File: src/rtl/alu_a5_sync_pkg.sv
// Shared constants for the 12-bit registered ALU: data width and opcode encoding.
package alu_a5_sync_pkg;

   localparam int W = 12;

   typedef enum logic [3:0] {
      OP_ADD  = 4'd0,
      OP_SUB  = 4'd1,
      OP_AND  = 4'd2,
      OP_OR   = 4'd3,
      OP_XOR  = 4'd4,
      OP_NAND = 4'd5,
      OP_NOR  = 4'd6,
      OP_XNOR = 4'd7,
      OP_NOT  = 4'd8,
      OP_SHL  = 4'd9,
      OP_SHR  = 4'd10,
      OP_SAR  = 4'd11,
      OP_ROL  = 4'd12,
      OP_ROR  = 4'd13,
      OP_INC  = 4'd14,
      OP_DEC  = 4'd15
   } op_e;

endpackage

File: src/rtl/alu_a5_sync_comb.sv
// Purely combinational ALU core: opcode decode, result mux and unsigned magnitude compare.
module alu_a5_comb
   import alu_a5_sync_pkg::*;
(
   input  logic [W-1:0] a,
   input  logic [W-1:0] b,
   input  logic [3:0]   sel,
   output logic [W-1:0] result,
   output logic         agrtb,
   output logic         altb,
   output logic         aeqb
);

   // Result mux; carries and borrows fall off the top of the 12-bit result.
   always_comb begin
      result = {W{1'b0}};
      case (sel)
         OP_ADD:  result = a + b;
         OP_SUB:  result = a - b;
         OP_AND:  result = a & b;
         OP_OR:   result = a | b;
         OP_XOR:  result = a ^ b;
         OP_NAND: result = ~(a & b);
         OP_NOR:  result = ~(a | b);
         OP_XNOR: result = ~(a ^ b);
         OP_NOT:  result = ~a;
         OP_SHL:  result = {a[W-2:0], 1'b0};
         OP_SHR:  result = {1'b0, a[W-1:1]};
         OP_SAR:  result = {a[W-1], a[W-1:1]};
         OP_ROL:  result = {a[W-2:0], a[W-1]};
         OP_ROR:  result = {a[0], a[W-1:1]};
         OP_INC:  result = a + W'(1);
         OP_DEC:  result = a - W'(1);
         default: result = {W{1'b0}};
      endcase
   end

   // Compare flags are one-hot and independent of the opcode.
   always_comb begin
      agrtb = 1'b0;
      altb  = 1'b0;
      aeqb  = 1'b0;
      if (a > b) begin
         agrtb = 1'b1;
      end else if (a < b) begin
         altb = 1'b1;
      end else begin
         aeqb = 1'b1;
      end
   end

endmodule

File: src/rtl/alu_a5_sync.sv
// Single-cycle execute stage: combinational ALU core followed by an output register with synchronous reset.
module alu_a5_sync
   import alu_a5_sync_pkg::*;
(
   input  logic         clk,
   input  logic         rst,
   input  logic [W-1:0] a,
   input  logic [W-1:0] b,
   input  logic [3:0]   sel,
   output logic [W-1:0] result,
   output logic         agrtb,
   output logic         altb,
   output logic         aeqb
);

   logic [W-1:0] result_d, result_q;
   logic         agrtb_d, agrtb_q;
   logic         altb_d, altb_q;
   logic         aeqb_d, aeqb_q;

   alu_a5_comb u_comb (
      .a      (a),
      .b      (b),
      .sel    (sel),
      .result (result_d),
      .agrtb  (agrtb_d),
      .altb   (altb_d),
      .aeqb   (aeqb_d)
   );

   // Output register; reset wins over the operation sampled on the same edge.
   always_ff @(posedge clk) begin
      if (rst) begin
         result_q <= {W{1'b0}};
         agrtb_q  <= 1'b0;
         altb_q   <= 1'b0;
         aeqb_q   <= 1'b0;
      end else begin
         result_q <= result_d;
         agrtb_q  <= agrtb_d;
         altb_q   <= altb_d;
         aeqb_q   <= aeqb_d;
      end
   end

   assign result = result_q;
   assign agrtb  = agrtb_q;
   assign altb   = altb_q;
   assign aeqb   = aeqb_q;

endmodule

File: config.mk
export PLATFORM = sky130hd
export DESIGN_NAME = alu_a5_sync
export DESIGN_NICKNAME = d
export VERILOG_FILES = /design/src/rtl/alu_a5_sync_pkg.sv /design/src/rtl/alu_a5_sync_comb.sv /design/src/rtl/alu_a5_sync.sv
export SDC_FILE = /design/constraint.sdc
export NUM_CORES = 1
export LEC_CHECK = 0
export CORE_ASPECT_RATIO = 1.5
export CORE_MARGIN = 4
export CORE_UTILIZATION = 27
export DETAILED_ROUTE_END_ITERATION = 8
export GPL_ROUTABILITY_DRIVEN = 0
export PLACE_DENSITY = 0.48
export SYNTH_ARGS = -nofsm -noshare
export SYNTH_HDL_FRONTEND = slang
export SYNTH_SLANG_ARGS = --single-unit
File: constraint.sdc
create_clock -name clk -period 8.7 [get_ports clk]
set_clock_uncertainty 0.1 [all_clocks]
set_input_delay 0.87 -clock clk [delete_from_list [all_inputs] [get_ports clk]]
set_output_delay 0.87 -clock clk [all_outputs]
set_load 0.01 [all_outputs]
==> results of run 1 <==
Yosys cell counts, types with 3 or more instances:
master	number
nand4_1	4
o32ai_1	5
buf_2	12
nor2_1	44
nor4_1	3
a22oi_1	10
dfxtp_1	15
nor3_1	18
a221oi_1	6
o22ai_1	18
a21oi_1	47
inv_1	41
ha_1	48
nand2_1	29
nand3_1	17
a2111oi_0	3
o31a_1	5
xnor2_1	11
o32a_1	3
o211ai_1	5
and3_1	4
buf_1	3
nor2b_1	4
clkbuf_1	13
a31oi_1	9
a211oi_1	3
and2_1	4
o21ai_0	24
o21a_1	3
mux2i_1	13
inv_2	4
nand2b_1	5
a22o_1	3
layer usage:
metal  share of wire (%)  vias up
li1                    -     1841
met2                  50      168
met1                  38     1850
met3                 4.7       36
met4                 6.8        0
met5                   0        -
cells by family after synthesis:
family	Yosys count	share of synthesized area (%)
xor+xnor	13	3.41
flops	15	8.98
simple gates	140	20.2
buf+inv	73	8.65
mux	13	3.89
compound gates	175	35.4
fa+ha+maj	51	19.5
per-stage QoR:
stage	area, um2	util, %
floorplan	3340	-
global placement	3880	32.2
detailed placement	3880	32.2
CTS	3960	32.8
global route	3960	32.8
finish	3960	32.8
worst max path at each step:
stage	cells past startpoint	endpoint	start	slack, ns
after floorplan	13	result[11]	sel[2]	5.38
after global placement	13	result[9]	sel[2]	4.07
after detailed placement	13	result[7]	sel[2]	3.89
after CTS	13	result[7]	sel[2]	4.13
after global routing	13	result[5]	sel[2]	3.65
final	13	result[7]	sel[2]	4.07
state kept, by name, summed over array words and instances (netlist names):
register and flops:
aeqb 1, result 12, agrtb 1, altb 1
layout make-up:
cell class              count  area (um2)
fillers                  1309        8110
clock buffers               4        78.8
repair buffers             48         470
flip-flops and latches     15         300
inverters                  45         169
multi-input cells         392        2750
well taps                 153         191
critical path, delay by kind of cell:
kind,cells,cell delay [ns]
and+or+nand+nor,4,1.37
muxes,1,0.23
adders and majority gates,1,0.25
AOI/OAI and AO/OA,4,1.04
buffers and inverters,3,0.91
power groups by stage:
stage / sequential, uW / clock [uW] / combinational [uW]
global placement: 79.4 / 0 / 230
finish: 77.9 / 86.1 / 233
floorplan: 82.9 / 0 / 142
CTS: 78.1 / 89.1 / 230
detailed placement: 79.4 / 0 / 229
global route: 78.6 / 92.8 / 255
==> results.sh, run 1 <==
export IMPL_grtUsageTotal_pct=19.4
export IMPL_synth_seq_cells=15
export IMPL_worstSetupStartpointType="primary input"
export IMPL_drv_slew=0
export IMPL_avgViaCountPerCell=5.93
export IMPL_drc=0
export IMPL_stdcell_count=657
export IMPL_min_path_cells=2
export IMPL_fin_crit_ns=4.63
export IMPL_drive_above_1_share_pct=3.37
export IMPL_clk_pin_slew_ns=0.05
export IMPL_ys_types=66
export IMPL_clkPwrFrac_pct=21.7
export IMPL_cts_sinks=15
export IMPL_cts_setup_buffers=0
export IMPL_areaGrowthSynthToFinish_pct=18.6
export IMPL_crit_slowest_cell="nor2_1"
export IMPL_grt_max_degree=44
export IMPL_synth_flop_cell="dfxtp_1"
export IMPL_syn_nets=560
export IMPL_setup_viol=0
export IMPL_use_met2_pct=34.0
export IMPL_pwr_share_comb_pct=58.7
export IMPL_ys_async_sr_fraction_pct=0
export IMPL_diodes=0
export IMPL_met3_usage_pct=2.22
export IMPL_grt_pass1_wl_mm=21.7
export IMPL_leakage_uw=0.00161
export IMPL_mostFrequentLayoutCells="48 x ha_1, 47 x a21oi_1, 44 x nor2_1, 44 x clkdlybuf4s50_1, 41 x inv_1"
export IMPL_ys_warn_count=0
export IMPL_worstSetupPathType="in2reg"
export IMPL_vias=3895
export IMPL_cts_resized=0
export IMPL_crit_chain="clkdlybuf4s50_1, buf_4, nand3_1, nor2_1, a21o_1, inv_1, ha_1, nor2b_1, o31a_1, o41ai_1, mux2i_1, nand2_1, a31oi_1"
export IMPL_hold_buffers=0
export IMPL_tns_ns=0
export IMPL_synth_top_cell_area_share_pct=18.0
export IMPL_overflow=0
export IMPL_fin_hold_ws_ns=1.50
export IMPL_ys_seq_area_share_pct=8.98
export IMPL_place_hpwl_mm=11.1
export IMPL_top_usage_layer="met2"
export IMPL_switching_share_pct=41.7
export IMPL_cts_root_buf="clkbuf_16"
export IMPL_die_area_mm2=0.0143
export IMPL_worst_slack_ns=4.07
export IMPL_num_rows=49
export IMPL_rsz0062_at_grt="false"
export IMPL_period_share_pct=53.2
export IMPL_p_seq_share_pct=19.6
export IMPL_mostFrequentLayoutCell="ha_1"
export IMPL_clk_path_buf_depth=2
export IMPL_min_to="result[10]"
export IMPL_synth_edf_count=0
export IMPL_drv_cap=0
export IMPL_drt_iter0_markers=308
export IMPL_numCtsBuffers=3
export IMPL_port_buffers=44
export IMPL_pre_cts_ws_ns=3.89
export IMPL_netlist_top_cells_area="ha_1 18%, dfxtp_1 9.0%, a21oi_1 7.0%"
export IMPL_cts_tree="yes"
export IMPL_hold_path_class="in2reg"
export IMPL_wl_per_cell_um=21.4
export IMPL_fmax_ghz=0.216
export IMPL_synth_area_leader_cell="ha_1"
export IMPL_synth_area_mm2=0.00334
export IMPL_synth_cells=480
export IMPL_cp_arrival_ns=4.68
export IMPL_drtPass1Iterations=5
export IMPL_core_mm2=0.0121
export IMPL_max_slew_margin_pct=42.2
export IMPL_nets=585
export IMPL_num_io_pins=45
export IMPL_use_met1_pct=22.5
export IMPL_antenna_found_initial=0
export IMPL_required_ns=8.76
export IMPL_max_stage_delay_ns=0.68
export IMPL_syn_avg_cell_area_um2=6.97
export IMPL_ir_drop_uv=77.8
export IMPL_initial_core_util_pct=27.7
export IMPL_fp_dieH_um=144
export IMPL_p_switching_uw=166
export IMPL_die_w_um=98.9
export IMPL_power_uw=397
export IMPL_placed_cells=653
export IMPL_min_from="rst"
export IMPL_worst_pin_slew_ns=0.845
export IMPL_end_kind="flop"
export IMPL_status="complete, no violations"
export IMPL_power_density_mw_per_mm2=100
export IMPL_internal_power_uw=231
export IMPL_first_global_vias=3780
export IMPL_worstPathMaxFanout=43
export IMPL_finalWirelength_mm=14.0
export IMPL_h_tree_depth=1
export IMPL_hold_violations=0
export IMPL_ant_nets=0
(Power assumes the default switching activity.)
==> inputs of run 2 (changes only) <==
clock period = 4.5 ns   (was 8.7 ns; I/O delays follow)
==> run 2 against run 1 <==
  * Global-route usage up 0.086 points
  * Via count up 0.36%
  * Final cell count up 0.46%
  * Worst hold slack worse by 0.36 ns
  * Clock-buffer cell count unchanged
  * Wire length up 0.27%
  * Setup slack worse by 3.0 ns
  * Die area unchanged
  * Combinational power up 93%
  * Critical endpoint is now result[11]
  * Highest routed layer unchanged
==> results.sh, run 2 (synthesis results as in run 1) <==
export IMPL_status="complete, no violations"
export IMPL_mostFrequentLayoutCell="ha_1"
export IMPL_end_kind="flop"
export IMPL_clk_path_buf_depth=2
export IMPL_cts_root_buf="clkbuf_16"
export IMPL_mostFrequentLayoutCells="48 x ha_1, 47 x a21oi_1, 44 x nor2_1, 44 x clkdlybuf4s50_1, 41 x inv_1"
export IMPL_drtPass1Iterations=6
export IMPL_worst_pin_slew_ns=0.761
export IMPL_setup_viol=0
export IMPL_fin_util_pct=33.0
export IMPL_hold_buffers=0
export IMPL_port_buffers=44
export IMPL_wl_per_cell_um=21.3
export IMPL_min_path_cells=2
export IMPL_overflow=0
export IMPL_rsz0062_at_grt="false"
export IMPL_cts_resized=0
export IMPL_worstPathMaxFanout=5
export IMPL_largest_reg_flops=12
export IMPL_drive_above_1_share_pct=3.94
export IMPL_grt_max_degree=43
export IMPL_initial_core_util_pct=27.7
export IMPL_cts_tree="yes"
export IMPL_max_slew_margin_pct=48.0
export IMPL_num_rows=49
export IMPL_pwr_share_comb_pct=57.9
export IMPL_finalWirelength_mm=14.1
export IMPL_diodes=0
export IMPL_clk_pin_slew_ns=0.05
export IMPL_num_fill_cells=1348
export IMPL_fmax_ghz=0.289
export IMPL_grt_pass1_wl_mm=21.9
export IMPL_die_w_um=98.9
export IMPL_switching_share_pct=42.0
export IMPL_drc=0
export IMPL_antenna_found_initial=0
export IMPL_hold_violations=0
export IMPL_ant_nets=0
export IMPL_p_switching_uw=326
export IMPL_cts_setup_buffers=0
export IMPL_numCtsBuffers=3
export IMPL_min_from="rst"
export IMPL_final_cell_area_mm2=0.00399
export IMPL_hold_path_class="in2reg"
export IMPL_fin_crit_ns=3.47
export IMPL_leakage_uw=0.00163
export IMPL_num_io_pins=45
export IMPL_areaGrowthSynthToFinish_pct=19.2
export IMPL_drt_iter0_markers=349
export IMPL_p_seq_share_pct=19.5
export IMPL_avgViaCountPerCell=5.92
export IMPL_worstSetupStartpointType="primary input"
export IMPL_worstSetupPathType="in2reg"
export IMPL_fin_hold_ws_ns=1.13
export IMPL_internal_power_uw=449
export IMPL_core_mm2=0.0121
export IMPL_fp_dieH_um=144
export IMPL_ir_drop_uv=130
export IMPL_cts_sinks=15
export IMPL_place_hpwl_mm=11.3
export IMPL_dpl_cell_area_mm2=0.00391
export IMPL_drv_cap=0
export IMPL_first_global_vias=3889
export IMPL_min_to="result[10]"
export IMPL_h_tree_depth=1
export IMPL_drv_slew=0
export IMPL_required_ns=4.56
export IMPL_clkPwrFrac_pct=22.6
export IMPL_period_share_pct=77.0
export IMPL_nets=588
export IMPL_grtUsageTotal_pct=19.5
export IMPL_cp_arrival_ns=3.53
export IMPL_vias=3909
export IMPL_tns_ns=0
export IMPL_die_area_mm2=0.0143
export IMPL_power_density_mw_per_mm2=194
[run 2: changes by cell type in the layout (fill, tap and decap cells not counted), sizes merged]
| cell | change |
|---|---|
| buf | +3 |
[run 2: power groups by stage]
stage | Sequential [uW] | Combinational, uW | Clock, uW
2_1_floorplan | 160 | 274 | 0
3_3_place_gp | 154 | 439 | 0
3_5_place_dp | 154 | 443 | 0
4_1_cts | 151 | 444 | 181
5_1_grt | 152 | 491 | 186
6_report | 151 | 449 | 175
[run 2: metrics by stage]
| step | setup slack, ns | power [uW] | instances |
|---|---|---|---|
| 2_1_floorplan | 1.60 | 435 | 480 |
| 3_3_place_gp | 0.805 | 593 | 656 |
| 3_5_place_dp | 0.813 | 597 | 656 |
| 4_1_cts | 1.07 | 777 | 660 |
| 5_1_grt | 0.821 | 829 | 660 |
| 6_report | 1.03 | 775 | 660 |
[run 2: metal layers]
layer / track usage (%) / up-vias / wire length (um)
li1: - / 1844 / -
met1: 21.7 / 1843 / 5250
met2: 34.8 / 165 / 7040
met3: 2.36 / 57 / 658
met4: 12.6 / 0 / 1130
met5: 0 / - / 0
[run 2: critical path, stage by stage]
cell             delay [ns]
clkdlybuf4s50_1        0.53
nor4_4                 0.47
nand2_1                0.13
nor3_1                 0.22
xnor2_1                0.15
a21oi_1                0.08
ha_1                   0.23
nor3_1                 0.24
nand3_1                0.12
o21ai_0                0.15
o21ai_0                0.15
or4_1                  0.47
o211ai_1               0.11
[run 2: cell type report]
type	count	area [um2]	area share (%)
well taps	153	191	4.80
clock buffers	4	78.8	1.98
repair buffers	51	493	12.4
flip-flops and latches	15	300	7.53
inverters	45	169	4.24
multi-input cells	392	2750	69.1
[run 2: how the worst max path moves through the flow]
stage | start | end | slack (ns) | cells after the start
after global placement | b[5] | result[11] | 0.81 | 13
after global routing | b[4] | result[11] | 0.82 | 13
after detailed placement | b[5] | result[11] | 0.81 | 13
after CTS | b[5] | result[11] | 1.07 | 13
final | b[4] | result[11] | 1.03 | 13
after floorplan | sel[2] | result[11] | 1.60 | 13
==> inputs of run 3 (changes only) <==
PLACE_DENSITY = 0.5   (was 0.48)
clock period = 2.8 ns   (was 4.5 ns; I/O delays follow)
==> run 3 against run 2 <==
  * Critical path depth is 4 lower
  * Flip-flop and latch count unchanged
  * Via count increased by 8.1%
  * Global-route usage rose by 0.71 points
  * Setup slack worse by 0.94 ns
  * Worst hold slack lost 0.40 ns
  * Non-clock buffer count is 97 higher
  * Clock power up 57%
  * Die area unchanged
  * Cell area is 22% higher
  * Largest cell class unchanged
==> results.sh, run 3 (synthesis results as in run 1) <==
export IMPL_numCtsBuffers=3
export IMPL_overflow=0
export IMPL_vias=4227
export IMPL_die_area_mm2=0.0143
export IMPL_min_to="result[0]"
export IMPL_mostFrequentLayoutCell="buf_4"
export IMPL_drv_cap=0
export IMPL_required_ns=2.80
export IMPL_min_path_cells=7
export IMPL_core_mm2=0.0121
export IMPL_num_fill_cells=1261
export IMPL_leakage_uw=0.00219
export IMPL_cts_sinks=15
export IMPL_worstPathMaxFanout=5
export IMPL_cts_root_buf="clkbuf_16"
export IMPL_drt_iter0_markers=294
export IMPL_ir_drop_uv=172
export IMPL_worstSetupPathType="in2reg"
export IMPL_drc=0
export IMPL_diodes=0
export IMPL_wl_per_cell_um=19.6
export IMPL_port_buffers=44
export IMPL_worstSetupStartpointType="primary input"
export IMPL_status="complete, no violations"
export IMPL_hold_violations=0
export IMPL_setup_viol=0
export IMPL_worst_pin_slew_ns=0.651
export IMPL_clk_pin_slew_ns=0.05
export IMPL_regArea_um2=300
export IMPL_hold_buffers=0
export IMPL_largest_reg_flops=12
export IMPL_period_share_pct=96.8
export IMPL_mostFrequentLayoutCells="103 x buf_4, 45 x a21oi_1, 44 x ha_1, 43 x nor2_1, 38 x inv_1"
export IMPL_drive_above_1_share_pct=24.0
export IMPL_initial_core_util_pct=27.7
export IMPL_die_w_um=98.9
export IMPL_grtUsageTotal_pct=20.2
export IMPL_cp_arrival_ns=2.72
export IMPL_num_io_pins=45
export IMPL_avgViaCountPerCell=5.58
export IMPL_fmax_ghz=0.369
export IMPL_h_tree_depth=1
export IMPL_nets=685
export IMPL_tns_ns=0
export IMPL_cts_tree="yes"
export IMPL_min_from="b[0]"
export IMPL_hold_path_class="in2reg"
export IMPL_ant_nets=0
export IMPL_areaGrowthSynthToFinish_pct=45.0
export IMPL_clk_path_buf_depth=2
export IMPL_drtPass1Iterations=5
export IMPL_pre_cts_ws_ns=-0.427
export IMPL_first_global_vias=4204
export IMPL_drv_slew=0
export IMPL_worst_slack_ns=0.0895
export IMPL_fin_crit_ns=2.71
export IMPL_antenna_found_initial=0
export IMPL_power_density_mw_per_mm2=292
export IMPL_max_slew_margin_pct=56.2
export IMPL_num_rows=49
export IMPL_grt_max_degree=43
export IMPL_multiInputGateArea_mm2=0.00288
export IMPL_end_kind="flop"
export IMPL_finalWirelength_mm=14.8
export IMPL_place_hpwl_mm=12.0
export IMPL_fp_dieH_um=144
export IMPL_grt_pass1_wl_mm=22.5
run 3: changes by cell type in the layout (fill, tap and decap cells not counted), sizes merged:
cell | before | now
buf | 7 | 104
clkbuf | 4 | 6
clkdlybuf4s50 | 44 | 33
dlygate4sd2 | 0 | 1
dlymetal6s2s | 0 | 8
run 3: critical path: stages:
cell             delay, ns
clkdlybuf4s50_1       0.49
inv_1                 0.10
ha_1                  0.31
o21bai_1              0.09
a221o_1               0.37
o311a_1               0.39
a211oi_2              0.25
mux2i_1               0.33
a21oi_1               0.10
run 3: layer usage:
metal | routed length, um | vias up | part of all wire, % | global-route usage [%]
met1 | 5590 | 1983 | 38 | 21.9
met5 | 0 | - | 0 | 0
met2 | 7370 | 148 | 50 | 35.2
li1 | - | 2040 | - | -
met4 | 1300 | 0 | 8.8 | 16.8
met3 | 581 | 56 | 3.9 | 2.12
run 3: what timing repair did:
item,CTS,global route
buffers inserted,3,2
resized for setup,13,39
pin swaps,6,13
setup endpoints to repair,7,11
hold endpoints to repair,0,0
run 3: area by class of cell:
cell class | count | area share, %
Inverter | 45 | 3.48
Sequential cell | 15 | 6.19
Multi-Input combinational cell | 392 | 59.3
Clock buffer | 4 | 1.63
Tap cell | 153 | 3.95
Timing Repair Buffer | 148 | 25.4
run 3: metrics by stage:
| stage | instance area (um2) | hold WS, ns | instances | util, % | total power (uW) |
|---|---|---|---|---|---|
| floorplan | 3340 | 0.259 | 480 | - | 698 |
| global placement | 4600 | 0.917 | 748 | 38.1 | 1090 |
| detailed placement | 4600 | 0.920 | 748 | 38.1 | 1090 |
| CTS | 4730 | 0.880 | 755 | 39.2 | 1390 |
| global route | 4850 | 0.784 | 757 | 40.1 | 1510 |
| finish | 4850 | 0.733 | 757 | 40.1 | 1410 |
run 3: worst max-delay path by stage:
stage | from | endpoint | slack (ns) | cells after the start
final | a[1] | result[9] | 0.09 | 9
after global routing | b[2] | result[11] | -0.01 | 14
after CTS | b[0] | result[10] | -0.01 | 12
after detailed placement | sel[2] | result[10] | -0.43 | 12
after global placement | b[5] | result[10] | -0.44 | 13
after floorplan | sel[2] | result[11] | 0.07 | 13
run 3: power breakdown:
group	total, uW	switching, uW	leakage, uW	internal, uW
Combinational	898	477	0.00203	421
Sequential	241	4.92	0.000124	236
Clock	275	83.0	0.0000382	192
